===== config.mk =====
export PLATFORM = sky130hd
export DESIGN_NAME = mc_control_fsm
export DESIGN_NICKNAME = d
export VERILOG_FILES = /design/src/rtl/mc_cpu_pkg.sv /design/src/rtl/mc_ctrl_decode.sv /design/src/rtl/mc_control_fsm.sv
export SDC_FILE = /design/constraint.sdc
export NUM_CORES = 1
export LEC_CHECK = 0
export CORE_MARGIN = 4
export CORE_UTILIZATION = 45
export CTS_CLUSTER_DIAMETER = 100
export DETAILED_ROUTE_END_ITERATION = 8
export PLACE_DENSITY = 0.83
export SETUP_SLACK_MARGIN = 0.5
export SLEW_MARGIN = 20
export SYNTH_ARGS = -nofsm -noshare
export SYNTH_HDL_FRONTEND = slang
export SYNTH_SLANG_ARGS = --single-unit

===== constraint.sdc =====
create_clock -name CLK -period 2.4 [get_ports CLK]
set_input_delay 0.24 -clock CLK [delete_from_list [all_inputs] [get_ports CLK]]
set_output_delay 0.24 -clock CLK [all_outputs]
set_load 0.01 [all_outputs]

===== src/rtl/mc_cpu_pkg.sv =====
// Shared definitions for the multi-cycle MIPS-subset CPU: opcodes, FSM state
// encodings, ALU/PC/register-destination select codes and the control word.
package mc_cpu_pkg;

  typedef enum logic [2:0] {
    S_IF     = 3'b000,
    S_ID     = 3'b001,
    S_EXE_LS = 3'b010,
    S_MEM    = 3'b011,
    S_WB_LD  = 3'b100,
    S_EXE_BR = 3'b101,
    S_EXE_AL = 3'b110,
    S_WB_AL  = 3'b111
  } state_e;

  localparam logic [5:0] OP_ADD   = 6'b000000;
  localparam logic [5:0] OP_SUB   = 6'b000001;
  localparam logic [5:0] OP_ADDIU = 6'b000010;
  localparam logic [5:0] OP_AND   = 6'b010000;
  localparam logic [5:0] OP_ANDI  = 6'b010001;
  localparam logic [5:0] OP_ORI   = 6'b010010;
  localparam logic [5:0] OP_SLL   = 6'b011000;
  localparam logic [5:0] OP_SLTI  = 6'b100111;
  localparam logic [5:0] OP_SW    = 6'b110000;
  localparam logic [5:0] OP_LW    = 6'b110001;
  localparam logic [5:0] OP_BEQ   = 6'b110100;
  localparam logic [5:0] OP_BNE   = 6'b110101;
  localparam logic [5:0] OP_BLTZ  = 6'b110110;
  localparam logic [5:0] OP_J     = 6'b111000;
  localparam logic [5:0] OP_JR    = 6'b111001;
  localparam logic [5:0] OP_JAL   = 6'b111010;

  localparam logic [2:0] ALU_ADD = 3'b000;
  localparam logic [2:0] ALU_SUB = 3'b001;
  localparam logic [2:0] ALU_SLL = 3'b010;
  localparam logic [2:0] ALU_OR  = 3'b011;
  localparam logic [2:0] ALU_AND = 3'b100;
  localparam logic [2:0] ALU_SLT = 3'b101;

  localparam logic [1:0] PCSRC_SEQ    = 2'b00;
  localparam logic [1:0] PCSRC_BRANCH = 2'b01;
  localparam logic [1:0] PCSRC_RS     = 2'b10;
  localparam logic [1:0] PCSRC_JUMP   = 2'b11;

  localparam logic [1:0] REGDST_RA = 2'b00;
  localparam logic [1:0] REGDST_RT = 2'b01;
  localparam logic [1:0] REGDST_RD = 2'b10;

  typedef enum logic [1:0] {
    CLS_ALU,
    CLS_MEM,
    CLS_BRANCH,
    CLS_OTHER
  } op_class_e;

  typedef struct packed {
    logic       pc_wre;
    logic       ir_wre;
    logic       reg_wre;
    logic       alu_src_a;
    logic       alu_src_b;
    logic       db_data_src;
    logic       n_rd;
    logic       n_wr;
    logic [1:0] reg_dst;
    logic       wr_reg_d_src;
    logic       ext_sel;
    logic [1:0] pc_src;
    logic [2:0] alu_op;
  } ctrl_t;

  // Quiet word: nothing written, memory strobes inactive, every select at 0.
  localparam ctrl_t CTRL_IDLE = '{
    pc_wre: 1'b0, ir_wre: 1'b0, reg_wre: 1'b0, alu_src_a: 1'b0,
    alu_src_b: 1'b0, db_data_src: 1'b0, n_rd: 1'b1, n_wr: 1'b1,
    reg_dst: 2'b00, wr_reg_d_src: 1'b0, ext_sel: 1'b0,
    pc_src: 2'b00, alu_op: 3'b000
  };

  function automatic op_class_e op_class(input logic [5:0] op);
    case (op)
      OP_ADD, OP_SUB, OP_ADDIU, OP_AND,
      OP_ANDI, OP_ORI, OP_SLL, OP_SLTI: return CLS_ALU;
      OP_SW, OP_LW:                     return CLS_MEM;
      OP_BEQ, OP_BNE, OP_BLTZ:          return CLS_BRANCH;
      default:                          return CLS_OTHER;
    endcase
  endfunction

endpackage


===== src/rtl/mc_ctrl_decode.sv =====
// Combinational control-word decode from FSM state, opcode and ALU flags.
// Only sEXE_BR looks at zero/sign; everything else is Moore on state + opcode.
module mc_ctrl_decode
  import mc_cpu_pkg::*;
#(
  parameter logic [5:0] HALT_OP = 6'b111111
) (
  input  logic       rst_i,
  input  state_e     state_i,
  input  logic       halt_i,
  input  logic [5:0] opcode_i,
  input  logic       zero_i,
  input  logic       sign_i,
  output ctrl_t      ctrl_o
);

  logic branch_taken;

  always_comb begin
    branch_taken = 1'b0;
    case (opcode_i)
      OP_BEQ:  branch_taken = zero_i;
      OP_BNE:  branch_taken = ~zero_i;
      OP_BLTZ: branch_taken = sign_i;
      default: branch_taken = 1'b0;
    endcase
  end

  always_comb begin
    // NOTE: every field gets its default before any branch so no path can leave
    // a bit unassigned and infer a latch.
    ctrl_o = CTRL_IDLE;

    // Reset overrides everything, so the datapath sees a quiet word mid-instruction.
    if (!rst_i) begin
      ctrl_o.alu_src_a    = (opcode_i == OP_SLL);
      ctrl_o.alu_src_b    = (opcode_i inside {OP_ADDIU, OP_ANDI, OP_ORI, OP_SLTI, OP_LW, OP_SW});
      ctrl_o.ext_sel      = !(opcode_i inside {OP_ANDI, OP_ORI});
      ctrl_o.wr_reg_d_src = (opcode_i != OP_JAL);

      case (opcode_i)
        OP_ADD, OP_SUB, OP_AND, OP_SLL:                 ctrl_o.reg_dst = REGDST_RD;
        OP_ADDIU, OP_ANDI, OP_ORI, OP_SLTI, OP_LW:      ctrl_o.reg_dst = REGDST_RT;
        default:                                        ctrl_o.reg_dst = REGDST_RA;
      endcase

      case (opcode_i)
        OP_SUB, OP_BEQ, OP_BNE, OP_BLTZ: ctrl_o.alu_op = ALU_SUB;
        OP_SLL:                          ctrl_o.alu_op = ALU_SLL;
        OP_ORI:                          ctrl_o.alu_op = ALU_OR;
        OP_AND, OP_ANDI:                 ctrl_o.alu_op = ALU_AND;
        OP_SLTI:                         ctrl_o.alu_op = ALU_SLT;
        default:                         ctrl_o.alu_op = ALU_ADD;
      endcase

      if (!halt_i) begin
        case (state_i)
          S_IF: ctrl_o.ir_wre = 1'b1;
          S_ID: begin
            // Jumps and NOPs retire here; a halt opcode retires nothing.
            if (opcode_i != HALT_OP && op_class(opcode_i) == CLS_OTHER) begin
              ctrl_o.pc_wre = 1'b1;
              if (opcode_i == OP_J || opcode_i == OP_JAL) ctrl_o.pc_src = PCSRC_JUMP;
              else if (opcode_i == OP_JR)                 ctrl_o.pc_src = PCSRC_RS;
              ctrl_o.reg_wre = (opcode_i == OP_JAL);
            end
          end
          S_EXE_BR: begin
            ctrl_o.pc_wre = 1'b1;
            ctrl_o.pc_src = branch_taken ? PCSRC_BRANCH : PCSRC_SEQ;
          end
          S_MEM: begin
            if (opcode_i == OP_LW) begin
              ctrl_o.n_rd        = 1'b0;
              ctrl_o.db_data_src = 1'b1;
            end else if (opcode_i == OP_SW) begin
              ctrl_o.n_wr   = 1'b0;
              ctrl_o.pc_wre = 1'b1;
            end
          end
          S_WB_LD: begin
            ctrl_o.reg_wre     = 1'b1;
            ctrl_o.pc_wre      = 1'b1;
            ctrl_o.db_data_src = 1'b1;
          end
          S_WB_AL: begin
            ctrl_o.reg_wre = 1'b1;
            ctrl_o.pc_wre  = 1'b1;
          end
          default: ;
        endcase
      end
    end
  end

endmodule


===== src/rtl/mc_control_fsm.sv =====
// Multi-cycle control unit: IF/ID/EXE/MEM/WB state register and next-state
// logic, with a sticky halt flag that parks the machine in sID until Reset.
module mc_control_fsm
  import mc_cpu_pkg::*;
#(
  parameter logic [5:0] HALT_OP = 6'b111111
) (
  input  logic       CLK,
  input  logic       Reset,
  input  logic [5:0] Opcode,
  input  logic       zero,
  input  logic       sign,
  output logic       PCWre,
  output logic       IRWre,
  output logic       RegWre,
  output logic       ALUSrcA,
  output logic       ALUSrcB,
  output logic       DBDataSrc,
  output logic       nRD,
  output logic       nWR,
  output logic [1:0] RegDst,
  output logic       WrRegDSrc,
  output logic       ExtSel,
  output logic [1:0] PCSrc,
  output logic [2:0] ALUOp,
  output logic [2:0] state
);

  state_e state_q, state_d;
  logic   halt_q, halt_d;
  ctrl_t  ctrl;

  // NOTE: state registers use non-blocking assignments so every flop samples
  // the pre-edge value regardless of block ordering.
  always_ff @(posedge CLK or posedge Reset) begin
    if (Reset) begin
      state_q <= S_IF;
      halt_q  <= 1'b0;
    end else begin
      state_q <= state_d;
      halt_q  <= halt_d;
    end
  end

  always_comb begin
    state_d = state_q;
    halt_d  = halt_q;
    case (state_q)
      S_IF: state_d = S_ID;
      S_ID: begin
        if (halt_q) begin
          state_d = S_ID;
        end else if (Opcode == HALT_OP) begin
          state_d = S_ID;
          halt_d  = 1'b1;
        end else begin
          case (op_class(Opcode))
            CLS_ALU:    state_d = S_EXE_AL;
            CLS_MEM:    state_d = S_EXE_LS;
            CLS_BRANCH: state_d = S_EXE_BR;
            default:    state_d = S_IF;
          endcase
        end
      end
      S_EXE_AL: state_d = S_WB_AL;
      S_WB_AL:  state_d = S_IF;
      S_EXE_LS: state_d = S_MEM;
      S_MEM:    state_d = (Opcode == OP_LW) ? S_WB_LD : S_IF;
      S_WB_LD:  state_d = S_IF;
      S_EXE_BR: state_d = S_IF;
      default:  state_d = S_IF;
    endcase
  end

  mc_ctrl_decode #(
    .HALT_OP (HALT_OP)
  ) u_decode (
    .rst_i    (Reset),
    .state_i  (state_q),
    .halt_i   (halt_q),
    .opcode_i (Opcode),
    .zero_i   (zero),
    .sign_i   (sign),
    .ctrl_o   (ctrl)
  );

  assign PCWre     = ctrl.pc_wre;
  assign IRWre     = ctrl.ir_wre;
  assign RegWre    = ctrl.reg_wre;
  assign ALUSrcA   = ctrl.alu_src_a;
  assign ALUSrcB   = ctrl.alu_src_b;
  assign DBDataSrc = ctrl.db_data_src;
  assign nRD       = ctrl.n_rd;
  assign nWR       = ctrl.n_wr;
  assign RegDst    = ctrl.reg_dst;
  assign WrRegDSrc = ctrl.wr_reg_d_src;
  assign ExtSel    = ctrl.ext_sel;
  assign PCSrc     = ctrl.pc_src;
  assign ALUOp     = ctrl.alu_op;
  assign state     = state_q;

endmodule


==> metrics.yaml, run 1 <==
yosys:
  synth.cell_area_um2: 758.2
  synth-seq-cells: 4
  synth-main-ff-cell: "dfrtp_1"
  synth_edf_count: 0
  synth_warnings: 0
  post_synth.cell_area_avg_um2: 7.021
  ys_types: 39
  yosysSeqAreaShare_pct: 13.20
  async_flop_share_pct: 100.0
  synth_nets: 118
  syn_inst: 108
die:
  dieArea_mm2: 0.002406
  io_pins: 30
  die_width_um: 49.05
  core_mm2: 0.001541
  rows: 14
  initial_utilization_pct: 49.19
  die-height_um: 49.05
job:
  maxCapViolations: 0
cts:
  cts_buffer_depth: 2
  cts_tree: "yes"
  insertion_delay_ns: 0.26
  clock-sinks: 4
  cts.clk_slew.worst_paths_ns: 0.05
  cts_buffers: 3
  root_buffer: "clkbuf_4"
  cts.htree.levels: 1
  cts_hold_buf: 0
power_and_ir_drop:
  total_power_uw: 646.0
  power_density_mw_per_mm2: 483.4
  p_leak_uw: 0.0005806
  irDropWorstVdd_mv: 0.2902
finish:
  stdcell_area_mm2: 0.001336
  drive_above_1_share_pct: 43.29
  diodes: 0
  syn_to_final_growth_pct: 76.24
  fin_nets: 176
  finish.utilization_pct: 86.69
worst_setup_path:
  start_kind: "register"
  r2r_setup_slack_ns: 0.93
  arrival_ns: 1.74
  cp.required_ns: 2.16
  critical_path.max_fanout: 3
  crit_path_end_kind: "primary output"
  critical_path_class: "register to primary output"
sta:
  slew-limit-headroom_pct: 78.44
  final_hold_viol_count: 0
  max_freq_ghz: 0.5039
  fin_worst_skew_ns: 0.01728
  min_period_ns: 1.985
  fin_crit_sh_pct: 82.69
  rsz0062_at_grt: "yes"
  slew_violations: 0
  worst_slew_pin_slew_ns: 0.3183
  tns_ns: 0
  setup_viol: 0
global_routing:
  antenna_found_initial: 0
  grt_use_total_pct: 25.50
  overflow: 0
  grt_pass1_vias: 1104
  grt_max_degree: 10
  grt_pass1_wl_um: 4899
detailed_routing:
  wl_met3_um: 295
  wl_met1_um: 1203
  via_per_inst: 6.239
  drt-pass1-iter-count: 5
  highest_layer: "met4"
  routed_wl_um: 3237
  vias: 1123
  dr_wl_met2_um: 1627
  drt_iter0_markers: 58
  wl_per_cell_um: 17.98
  drtAntennaViolNets: 0
  route.detailed.drc: 0
placed_design:
  dpl.hpwl_um: 2142
  portBuffers: 29
  gp_congestion: 0.9168
  placed_cell_area_mm2: 0.001219
min_path:
  hp-class: "input port to async pin"
outcome:
  status: "finished clean"
## critical path, cell delays in order (launching register included)
cell and delay, ns:
dfrtp_2 0.42, nand4b_1 0.22, buf_4 0.18, nor4_4 0.18, buf_4 0.17, nand2_1 0.05
dlygate4sd2_1 0.28
## registers in the layout, summed over array words and instances, names as in the netlist
signal	cells
state	3
halt_q	1
## synth_stat cells (all sizes together) (2+ instances only)
master | count | area, um2
or3b | 2 | 17.52
buf | 9 | 60.06
a31oi | 4 | 25.02
nand3 | 3 | 15.01
o311ai | 2 | 17.52
nand2b | 4 | 25.02
nor3 | 6 | 30.03
dfrtp | 4 | 100.1
and2b | 2 | 15.01
inv | 3 | 11.26
nor4b | 2 | 17.52
nor2b | 2 | 12.51
nand2 | 8 | 30.03
nor2 | 11 | 41.29
xnor2 | 3 | 26.28
a21oi | 10 | 50.05
nand4 | 3 | 25.02
nor4 | 5 | 43.79
and3 | 2 | 12.51
o21ai | 6 | 30.02
or2 | 5 | 31.28
o22ai | 3 | 25.02
## stage by stage
| stage | worst slack [ns] | hold WS (ns) | instances |
|---|---|---|---|
| detailed placement | -0.09471 | 0.6058 | 172 |
| floorplan | 0.7350 | 0.01458 | 108 |
| CTS | 0.3314 | 0.4083 | 178 |
| global route | 0.3689 | 0.4113 | 180 |
| global placement | -0.07189 | 0.5919 | 172 |
| finish | 0.4154 | 0.3959 | 180 |
## cells in the final DEF (no fill, tap or decap), types with 4 or more instances in the layout
| cell | netlist | layout |
|---|---|---|
| nor3_1 | 6 | 5 |
| nor2_1 | 11 | 8 |
| a31oi_1 | 4 | 4 |
| dlygate4sd2_1 | 0 | 11 |
| nand2_1 | 8 | 7 |
| a21oi_1 | 10 | 9 |
| buf_4 | 1 | 30 |
| clkdlybuf4s50_1 | 0 | 7 |
| clkbuf_2 | 0 | 5 |
## power by group
group / internal (uW) / total [uW] / switching [uW]
registers: 91.9 / 142 / 49.8
logic: 211 / 412 / 201
clock network: 56.4 / 92.2 / 35.8
total: 359 / 646 / 287
## cell type report
type	count	area, um2
Clock buffer	3	22.52
Fill cell	96	205.2
Inverter	3	15.01
Multi-Input combinational cell	92	664.4
Sequential cell	4	103.9
Tap cell	16	20.02
Timing Repair Buffer	62	510.5
## timing repair
| item | CTS | global route |
|---|---|---|
| setup buffers | 3 | 2 |
| resized for setup | 44 | 22 |
| endpoints found under the setup margin | 17 | 13 |
| pin swaps | 4 | 2 |
## per-layer routing
metal  GRT usage, %  vias up
li1               -      513
met1          28.31      511
met2          46.09       86
met3          2.141       13
met4          15.25        0
met5              0        -
## final timing paths
check,from,cells after the start,endpoint
setup / recovery,state[2]$_DFF_PP0_,6,nRD
hold / removal,Reset,3,halt_q$_DFFE_PP0P_
max in group asynchronous,Reset,3,state[2]$_DFF_PP0_
setup reg to reg,state[0]$_DFF_PP0_,6,state[2]$_DFF_PP0_
min in group CLK,Opcode[2],4,state[1]$_DFF_PP0_
hold reg to reg,state[0]$_DFF_PP0_,1,state[0]$_DFF_PP0_
## cells by family after synthesis
logic type | synth area share (%)
xor+xnor | 4.621
buf+inv | 9.406
simple gates | 45.21
flops | 13.20
compound gates | 27.56
No activity file was read; power rests on OpenSTA's default activity.
==> inputs of run 2 (changes only) <==
--- a/config.mk
+++ b/config.mk
@@ -6,10 +6,10 @@
 export NUM_CORES = 1
 export LEC_CHECK = 0
 export CORE_MARGIN = 4
-export CORE_UTILIZATION = 45
+export CORE_UTILIZATION = 43
 export CTS_CLUSTER_DIAMETER = 100
 export DETAILED_ROUTE_END_ITERATION = 8
-export PLACE_DENSITY = 0.83
+export PLACE_DENSITY = 0.79
 export SETUP_SLACK_MARGIN = 0.5
 export SLEW_MARGIN = 20
 export SYNTH_ARGS = -nofsm -noshare
==> constraint.sdc (replaced) <==
create_clock -name CLK -period 2 [get_ports CLK]
set_input_delay 0.2 -clock CLK [delete_from_list [all_inputs] [get_ports CLK]]
set_output_delay 0.2 -clock CLK [all_outputs]
set_load 0.01 [all_outputs]
==> metrics.yaml, run 2 <==
die:
  io_pins: 30
  die-height_um: 49.99
  rows: 14
  die_width_um: 49.99
  initial_utilization_pct: 48.10
cts:
  cts.htree.levels: 1
  clock-sinks: 4
  root_buffer: "clkbuf_4"
  cts_buffer_depth: 2
  cts_hold_buf: 0
  cts_buffers: 3
sta:
  crit_endpoint: "PCWre"
  worst-ep-kind: "output port"
placed_design:
  portBuffers: 29
  gp_congestion: 0.9033
  dpl.hpwl_um: 2301
yosys:
  synth-main-ff-cell: "dfrtp_1"
  synth_nets: 118
  synth_top_cell_area_share_pct: 13.20
  post_synth.cell_area_avg_um2: 7.021
  syn_inst: 108
  yosysMostFrequentCell: "nor2_1"
  synth.cell_area_um2: 758.2
  ys_top_cells_by_count: "nor2_1, a21oi_1, nand2_1"
  ys_types: 39
  synth_warnings: 0
  yosysSeqAreaShare_pct: 13.20
  async_flop_share_pct: 100.0
  netlist_top_cells_area: "dfrtp_1, a21oi_1, nor2_1, buf_2, nor3_1"
  synth-seq-cells: 4
  synth_edf_count: 0
  synth_top_area_cell: "dfrtp_1"
outcome:
  stop_stage: "global routing (5_1_grt)"
  status: "stopped before the end"
  tool.error: "[ERROR DPL-0038] Utilization greater than 100%, impossible to legalize"
global_routing:
  grt_max_degree: 11
==> run 2: cell counts after synthesis <==
No cell type changed its count.
==> run 2: logic make-up after synthesis <==
logic type / synth area share, %
flip-flops: 13.20
AO/OA/AOI/OAI: 27.56
AND/OR/NAND/NOR: 45.21
buffers and inverters: 9.406
XOR/XNOR: 4.621
==> run 2: through the flow <==
| stage | worst slack (ns) | area [um2] | std cells | hold WS, ns | setup TNS [ns] |
|---|---|---|---|---|---|
| floorplan | 0.4976 | 773.2 | 108 | -0.02542 | 0 |
| global placement | -0.2925 | 1279 | 178 | 0.6149 | -2.868 |
| detailed placement | -0.3816 | 1279 | 178 | 0.6311 | -3.683 |
| CTS | 0.2727 | 1511 | 193 | 0.2828 | 0 |
==> run 2: timing repair <==
action | 4_1_cts
buffers inserted | 12
gates resized for setup | 125
setup endpoints to repair | 20
pin swaps | 16
==> inputs of run 3 (changes only) <==
--- a/config.mk
+++ b/config.mk
@@ -5,12 +5,10 @@
 export SDC_FILE = /design/constraint.sdc
 export NUM_CORES = 1
 export LEC_CHECK = 0
-export CORE_MARGIN = 4
-export CORE_UTILIZATION = 43
-export CTS_CLUSTER_DIAMETER = 100
+export CORE_AREA = 4 4 65 67
 export DETAILED_ROUTE_END_ITERATION = 8
-export PLACE_DENSITY = 0.79
-export SETUP_SLACK_MARGIN = 0.5
+export DIE_AREA = 0 0 69 71
+export PLACE_DENSITY_LB_ADDON = 0.15
 export SLEW_MARGIN = 20
 export SYNTH_ARGS = -nofsm -noshare
 export SYNTH_HDL_FRONTEND = slang
==> metrics.yaml, run 3 (same netlist as run 1, synthesis figures left out) <==
power_and_ir_drop:
  p_comb_share_pct: 63.5
  p_switching_uw: 312.0
  power_density_mw_per_mm2: 575.5
  p_leak_uw: 0.0006444
  p_int_uw: 513.9
  swShare_pct: 37.78
  total_power_uw: 825.9
  p_seq_share_pct: 15.7
  irDropWorstVdd_mv: 0.1708
  power_frac_clock_pct: 20.8
sta:
  slew_violations: 0
  max_freq_ghz: 0.5283
  rsz0062_at_grt: "yes"
  min_period_ns: 1.893
  final_hold_viol_count: 0
  fin_worst_skew_ns: 0.001713
  fin_crit_sh_pct: 94.64
  slew-limit-headroom_pct: 76.33
  worst_slack_ns: 0.1071
  setup_viol: 0
  hold_ws_ns: 0.4355
  worst_slew_pin_slew_ns: 0.3495
cts:
  root_buffer: "clkbuf_8"
  cts_tree: "yes"
  cts.htree.levels: 1
  cts.clk_slew.worst_paths_ns: 0.03
  cts_hold_buf: 0
  clock-sinks: 4
  cts_buffers: 3
  insertion_delay_ns: 0.22
  cts_buffer_depth: 2
min_path:
  hp-class: "input port to register"
die:
  die-height_um: 71
  io_pins: 30
  initial_utilization_pct: 20.87
  rows: 22
  core_mm2: 0.003633
  die_width_um: 69
  dieArea_mm2: 0.004899
finish:
  drive_above_1_share_pct: 40.78
  final_common_cell: "buf_4"
  syn_to_final_growth_pct: 89.27
  finish.utilization_pct: 39.50
  largest_reg_flops: 3
  fin_nets: 191
  layout_common_cells: "buf_4, dlygate4sd2_1, a21oi_1, nor2_1, clkdlybuf4s50_1"
  diodes: 0
detailed_routing:
  drt-pass1-iter-count: 4
  vias: 1068
  drtAntennaViolNets: 0
  via_per_inst: 4.705
  drt_iter0_markers: 44
  routed_wl_um: 3002
  wl_per_cell_um: 13.22
  route.detailed.drc: 0
worst_setup_path:
  crit_path_end_kind: "primary output"
  critical_path.max_fanout: 8
  critical_path_class: "input port to primary output"
  cp.required_ns: 1.80
  cp_slowest_stage_delay_ns: 0.56
  cpMostUsedCell: "buf_4"
  cpMaxStageDelayCell: "clkdlybuf4s50_1"
  arrival_ns: 1.69
  start_kind: "input port"
  path_cells: "dlygate4sd2_1, buf_6, nor3_1, buf_4, buf_4, a21oi_1, clkdlybuf4s50_1"
placed_design:
  portBuffers: 29
  dp_slack_ns: -0.4321
  gp_congestion: 0.8080
  dpl.hpwl_um: 2438
global_routing:
  antenna_found_initial: 0
  overflow: 0
  grt_use_total_pct: 12.16
  grt_pass1_wl_um: 4947
  grt_pass1_vias: 1027
  grt_max_degree: 11
outcome:
  status: "finished clean"
job:
  maxCapViolations: 0
-- run 3: critical path, delay by kind of cell --
family                 cells  cell delay, ns
buffers and inverters      5            1.30
AOI/OAI and AO/OA          1            0.14
and+or+nand+nor            1            0.06
-- run 3: path summary, 6_finish.rpt --
check,from,to,slack (ns),depth (start not counted)
setup / recovery,Opcode[0],WrRegDSrc,0.11,7
hold / removal,Opcode[2],state[1]$_DFF_PP0_,0.44,4
setup reg to reg,state[1]$_DFF_PP0_,state[2]$_DFF_PP0_,0.61,6
hold reg to reg,state[2]$_DFF_PP0_,state[2]$_DFF_PP0_,0.56,1
max in group asynchronous,Reset,halt_q$_DFFE_PP0P_,1.37,4
min in group asynchronous,Reset,state[2]$_DFF_PP0_,0.53,4
-- run 3: per-layer routing --
| metal | wire length [um] | global-route usage (%) | up-vias |
|---|---|---|---|
| li1 | - | - | 542 |
| met1 | 1429 | 16.18 | 492 |
| met2 | 1424 | 19.81 | 31 |
| met3 | 118 | 2.273 | 3 |
| met4 | 29 | 3.905 | 0 |
| met5 | 0 | 0 | - |
-- run 3: cell type report --
type,count,area (um2)
Sequential cell,4,100.1
Timing Repair Buffer,77,611.8
Inverter,3,11.26
Tap cell,48,60.06
Fill cell,422,2198
Clock buffer,3,41.29
Multi-Input combinational cell,92,610.6
-- run 3: power groups by stage --
stage | registers [uW] | clock network, uW | logic, uW
floorplan | 149 | 0 | 239
global placement | 130 | 0 | 530
detailed placement | 129 | 0 | 531
CTS | 130 | 175 | 521
global route | 133 | 186 | 565
finish | 130 | 172 | 524
-- run 3: per-stage QoR --
| step | cell area [um2] | cells | setup TNS [ns] |
|---|---|---|---|
| 5_1_grt | 1435 | 227 | -0.003782 |
| 3_5_place_dp | 1379 | 220 | -4.890 |
| 3_3_place_gp | 1379 | 220 | -5.084 |
| 6_report | 1435 | 227 | 0 |
| 2_1_floorplan | 758.2 | 108 | 0 |
| 4_1_cts | 1435 | 225 | 0 |
-- run 3: repair_timing --
action	4_1_cts	5_1_grt
setup buffers	2	2
setup endpoints to repair	17	5
cloned	0	0
pin swaps	1	1
gates resized for setup	29	8
==> inputs of run 4 (changes only) <==
--- a/config.mk
+++ b/config.mk
@@ -8,6 +8,7 @@
 export CORE_AREA = 4 4 65 67
 export DETAILED_ROUTE_END_ITERATION = 8
 export DIE_AREA = 0 0 69 71
+export MAX_ROUTING_LAYER = met4
 export PLACE_DENSITY_LB_ADDON = 0.15
 export SLEW_MARGIN = 20
 export SYNTH_ARGS = -nofsm -noshare
==> metrics.yaml, run 4 (same netlist as run 1, synthesis figures left out) <==
finish:
  diodes: 0
  largest_reg_flops: 3
  fin_nets: 191
  drive_above_1_share_pct: 40.78
  final_cells: 227
  layout_common_cells: "buf_4, dlygate4sd2_1, a21oi_1, nor2_1, clkdlybuf4s50_1"
  syn_to_final_growth_pct: 89.27
  stdcell_area_mm2: 0.001435
  final_common_cell: "buf_4"
detailed_routing:
  route.detailed.drc: 0
  drt-pass1-iter-count: 4
  via_per_inst: 4.683
  routed_wl_um: 2993
  vias: 1063
  drt_iter0_markers: 40
  drtAntennaViolNets: 0
  wl_per_cell_um: 13.19
cts:
  cts.clk_slew.worst_paths_ns: 0.03
  root_buffer: "clkbuf_8"
  cts.htree.levels: 1
  clock-sinks: 4
  cts_tree: "yes"
  cts_buffer_depth: 2
  insertion_delay_ns: 0.22
  cts_buffers: 3
  cts_hold_buf: 0
sta:
  setup_viol: 0
  worst_slew_pin_slew_ns: 0.3489
  hold_ws_ns: 0.4289
  max_freq_ghz: 0.5263
  final_hold_viol_count: 0
  slew_violations: 0
  slew-limit-headroom_pct: 76.37
  rsz0062_at_grt: "yes"
  min_period_ns: 1.900
  fin_worst_skew_ns: 0.001731
  fin_crit_sh_pct: 95.01
placed_design:
  place_inst: 220
  placed_cell_area_mm2: 0.001379
  gp_congestion: 0.8198
  portBuffers: 29
  dpl.hpwl_um: 2438
die:
  io_pins: 30
  die-height_um: 71
  dieArea_mm2: 0.004899
  initial_utilization_pct: 20.87
  core_mm2: 0.003633
  die_width_um: 69
  rows: 22
worst_setup_path:
  cpMostUsedCell: "clkdlybuf4s50_1"
  path_cells: "clkdlybuf4s50_1, buf_4, inv_1, nand3_1, a21oi_1, clkdlybuf4s50_1"
  r2r_setup_slack_ns: 0.61
  cpMaxStageDelayCell: "clkdlybuf4s50_1"
  cp_slowest_stage_delay_ns: 0.55
  critPathTopFamily: "buffers and inverters"
  worst-path-buf-inv: 4
  crit_path_end_kind: "primary output"
  critical_path.max_fanout: 7
  arrival_ns: 1.70
  critical_path_class: "input port to primary output"
  cp.required_ns: 1.80
  start_kind: "input port"
global_routing:
  grt_max_degree: 11
  antenna_found_initial: 0
  grt_pass1_vias: 1025
  grt_pass1_wl_um: 4947
  grt_use_total_pct: 12.53
  overflow: 0
job:
  maxCapViolations: 0
outcome:
  status: "finished clean"
power_and_ir_drop:
  irDropWorstVdd_mv: 0.1701
  power_density_mw_per_mm2: 573.7
  p_leak_uw: 0.0006444
min_path:
  hp-class: "input port to register"
==> run 4: cell counts in the layout (fill, tap and decap cells not counted) <==
Identical to the previous run, type by type.
==> run 4: worst min-delay path, delay by kind of cell <==
family | cells | cell delay [ns]
AO/OA/AOI/OAI | 3 | 0.22
buffers and inverters | 1 | 0.18
==> run 4: layout make-up <==
cell class	instances	area [um2]
Fill cell	422	2198
Timing Repair Buffer	77	611.8
Multi-Input combinational cell	92	610.6
Sequential cell	4	100.1
Tap cell	48	60.06
Clock buffer	3	41.29
Inverter	3	11.26
==> run 4: routing by layer <==
layer / share of wire, % / vias to the layer above / GRT usage (%)
met4: 0.94 / 0 / 3.905
li1: - / 543 / -
met3: 3.6 / 3 / 1.705
met5: 0 / - / -
met1: 48 / 488 / 16.51
met2: 48 / 29 / 19.81
==> run 4: final timing paths <==
kind	from	depth (start not counted)	end
max	Reset	6	RegDst[1]
min	Opcode[2]	4	state[1]$_DFF_PP0_
max reg2reg	state[2]$_DFF_PP0_	5	state[2]$_DFF_PP0_
min reg2reg	state[2]$_DFF_PP0_	1	state[2]$_DFF_PP0_
max in group asynchronous	Reset	4	halt_q$_DFFE_PP0P_
min in group asynchronous	Reset	4	state[2]$_DFF_PP0_
==> run 4: repair_timing <==
item | in CTS | in global routing
pin swaps | 1 | 1
endpoints found under the setup margin | 17 | 5
gates resized for setup | 29 | 8
buffers inserted | 2 | 2
==> run 4: per-stage QoR <==
step / setup WS [ns] / TNS (ns) / total power [uW] / utilization (%)
after detailed placement: -0.4321 / -4.890 / 659.7 / 37.95
after global placement: -0.4468 / -5.084 / 660.2 / 37.95
after global routing: -0.003780 / -0.003780 / 883.6 / 39.50
final: 0.09981 / 0 / 823.3 / 39.50
after floorplan: 0.3750 / 0 / 388.6 / -
after CTS: 0.01904 / 0 / 826.5 / 39.50
==> run 4: power by group <==
part           internal [uW]  switching (uW)  leakage [uW]
Clock                    128            43.0     0.0000216
Sequential               107            21.5     0.0000516
Combinational            278             245      0.000571
Total                    514             309      0.000644
==> RTL change: new RTL, settings of run 4 <==
Reset style: synchronous (`Reset`), changed in one clocked block.
--- a/src/rtl/mc_control_fsm.sv
+++ b/src/rtl/mc_control_fsm.sv
@@ -33,5 +33,5 @@
   // NOTE: state registers use non-blocking assignments so every flop samples
   // the pre-edge value regardless of block ordering.
-  always_ff @(posedge CLK or posedge Reset) begin
+  always_ff @(posedge CLK) begin
     if (Reset) begin
       state_q <= S_IF;
Behaviour: differs if Reset is asserted again (counterexample within 4 cycles, from zero or initial values and one cycle with Reset high); with Reset held inactive, the same outputs for 10 cycles.
==> RTL change against run 4 <==
- clock skew is essentially flat
- synthesized area shrank 6.8%
- global-route usage shrank 1.1 points
- die area is the same
- maximum frequency shrank 3.1%
- non-clock buffer count shrank 10
- worst setup slack lost 61 ps
- count of clock-buffer cells in the layout is the same
- routed wire length shrank 7.1%
- sequential cell count is the same
- cell area shrank 7.0%
- via count shrank 4.2%
- largest cell class is now multi-input gates
- highest routed layer unchanged
Power is not compared: it rests on default switching activity, and its combinational part moved more than twofold at a synthesized area within 25%.
==> RTL change: results (changes against run 4) <==
metric	value	unit	change
multi_input_area_share	43.49	%	was 42.55%
ys_types	41		was 39
drive_above_1_share	32.54	%	was 40.78%
wl_met2	1.308	mm	was 1.425 mm
synth-main-ff-cell	dfxtp_1		was dfrtp_1
r2r_slack	710	ps	was 610 ps
min_to	state[1]		unchanged
dr_wl_met3	84	um	was 107 um
first_global_vias	988		was 1,025
multi_input_cells	91		was 92
wl_met1	1.370	mm	was 1.432 mm
outcome	complete, no violations		unchanged
inverters	4		was 3
via_per_inst	4.691		was 4.683
rr_startpoint	halt_q		was state[2]
crit_path_end	PCSrc[1]		was RegDst[1]
buf_share	41.80	%	was 42.63%
synth_nets	119		was 118
synth_area_leaders	dfxtp_1 11%, nor2_1 6.9%, a21oi_1 5.7%		was dfrtp_1 13%, a21oi_1 6.6%, nor2_1 5.4%
min_from	state[0]		was Opcode[2]
buffers	67		was 77
power	0.4646	mW	
crit_fanout	3		was 7
seq-cell-share	5.998	%	was 6.975%
worstPathArrival	1760	ps	was 1700 ps
r2r_end	state[1]		was state[2]
drt_iter0_markers	50		was 40
grt_pass1_wl	4.643	mm	was 4.947 mm
place_congestion	0.7908		was 0.8198
cts_setup_buffers	0		was 2
met2_usage	19.39	%	was 19.81%
async_reset_ff_share	0	%	was 100.0%
synth_common_cells	13 x nor2_1, 8 x a21oi_1, 8 x nand2_1, 8 x nand3_1		was 11 x nor2_1, 10 x a21oi_1, 8 x nand2_1
fin_nets	181		was 191
slew_headroom	73.84	%	was 76.37%
port_buffers	29		unchanged
clock_skew	1.965	ps	was 1.731 ps
preCtsSetupSlack	-418.1	ps	was -432.1 ps
slowest_delay	470	ps	was 550 ps
n_fill_cell	429		was 422
grtUsageMet3	1.847	%	was 1.705%
## RTL change: what timing repair did
action,in CTS,in global routing
pin swaps,0,2
setup endpoints to repair,17,4
gates resized for setup,24,8
## RTL change: kinds of logic after synthesis
| kind of cell | count (synthesis) | share of synthesized area (%) |
|---|---|---|
| AO/OA/AOI/OAI | 32 | 29.38 |
| XOR/XNOR | 4 | 4.957 |
| flip-flops | 4 | 11.33 |
| buffers and inverters | 14 | 10.97 |
| AND/OR/NAND/NOR | 55 | 43.36 |
## RTL change: through the flow
stage / area [um^2] / instances / setup TNS, ps / hold slack (ps)
2_1_floorplan: 706.9 / 109 / 0 / 416.7
3_3_place_gp: 1280 / 214 / -4755 / 545.0
3_5_place_dp: 1280 / 214 / -4653 / 547.7
4_1_cts: 1315 / 217 / -291.4 / 550.9
5_1_grt: 1335 / 217 / -8.978 / 591.2
6_report: 1335 / 217 / 0 / 542.0
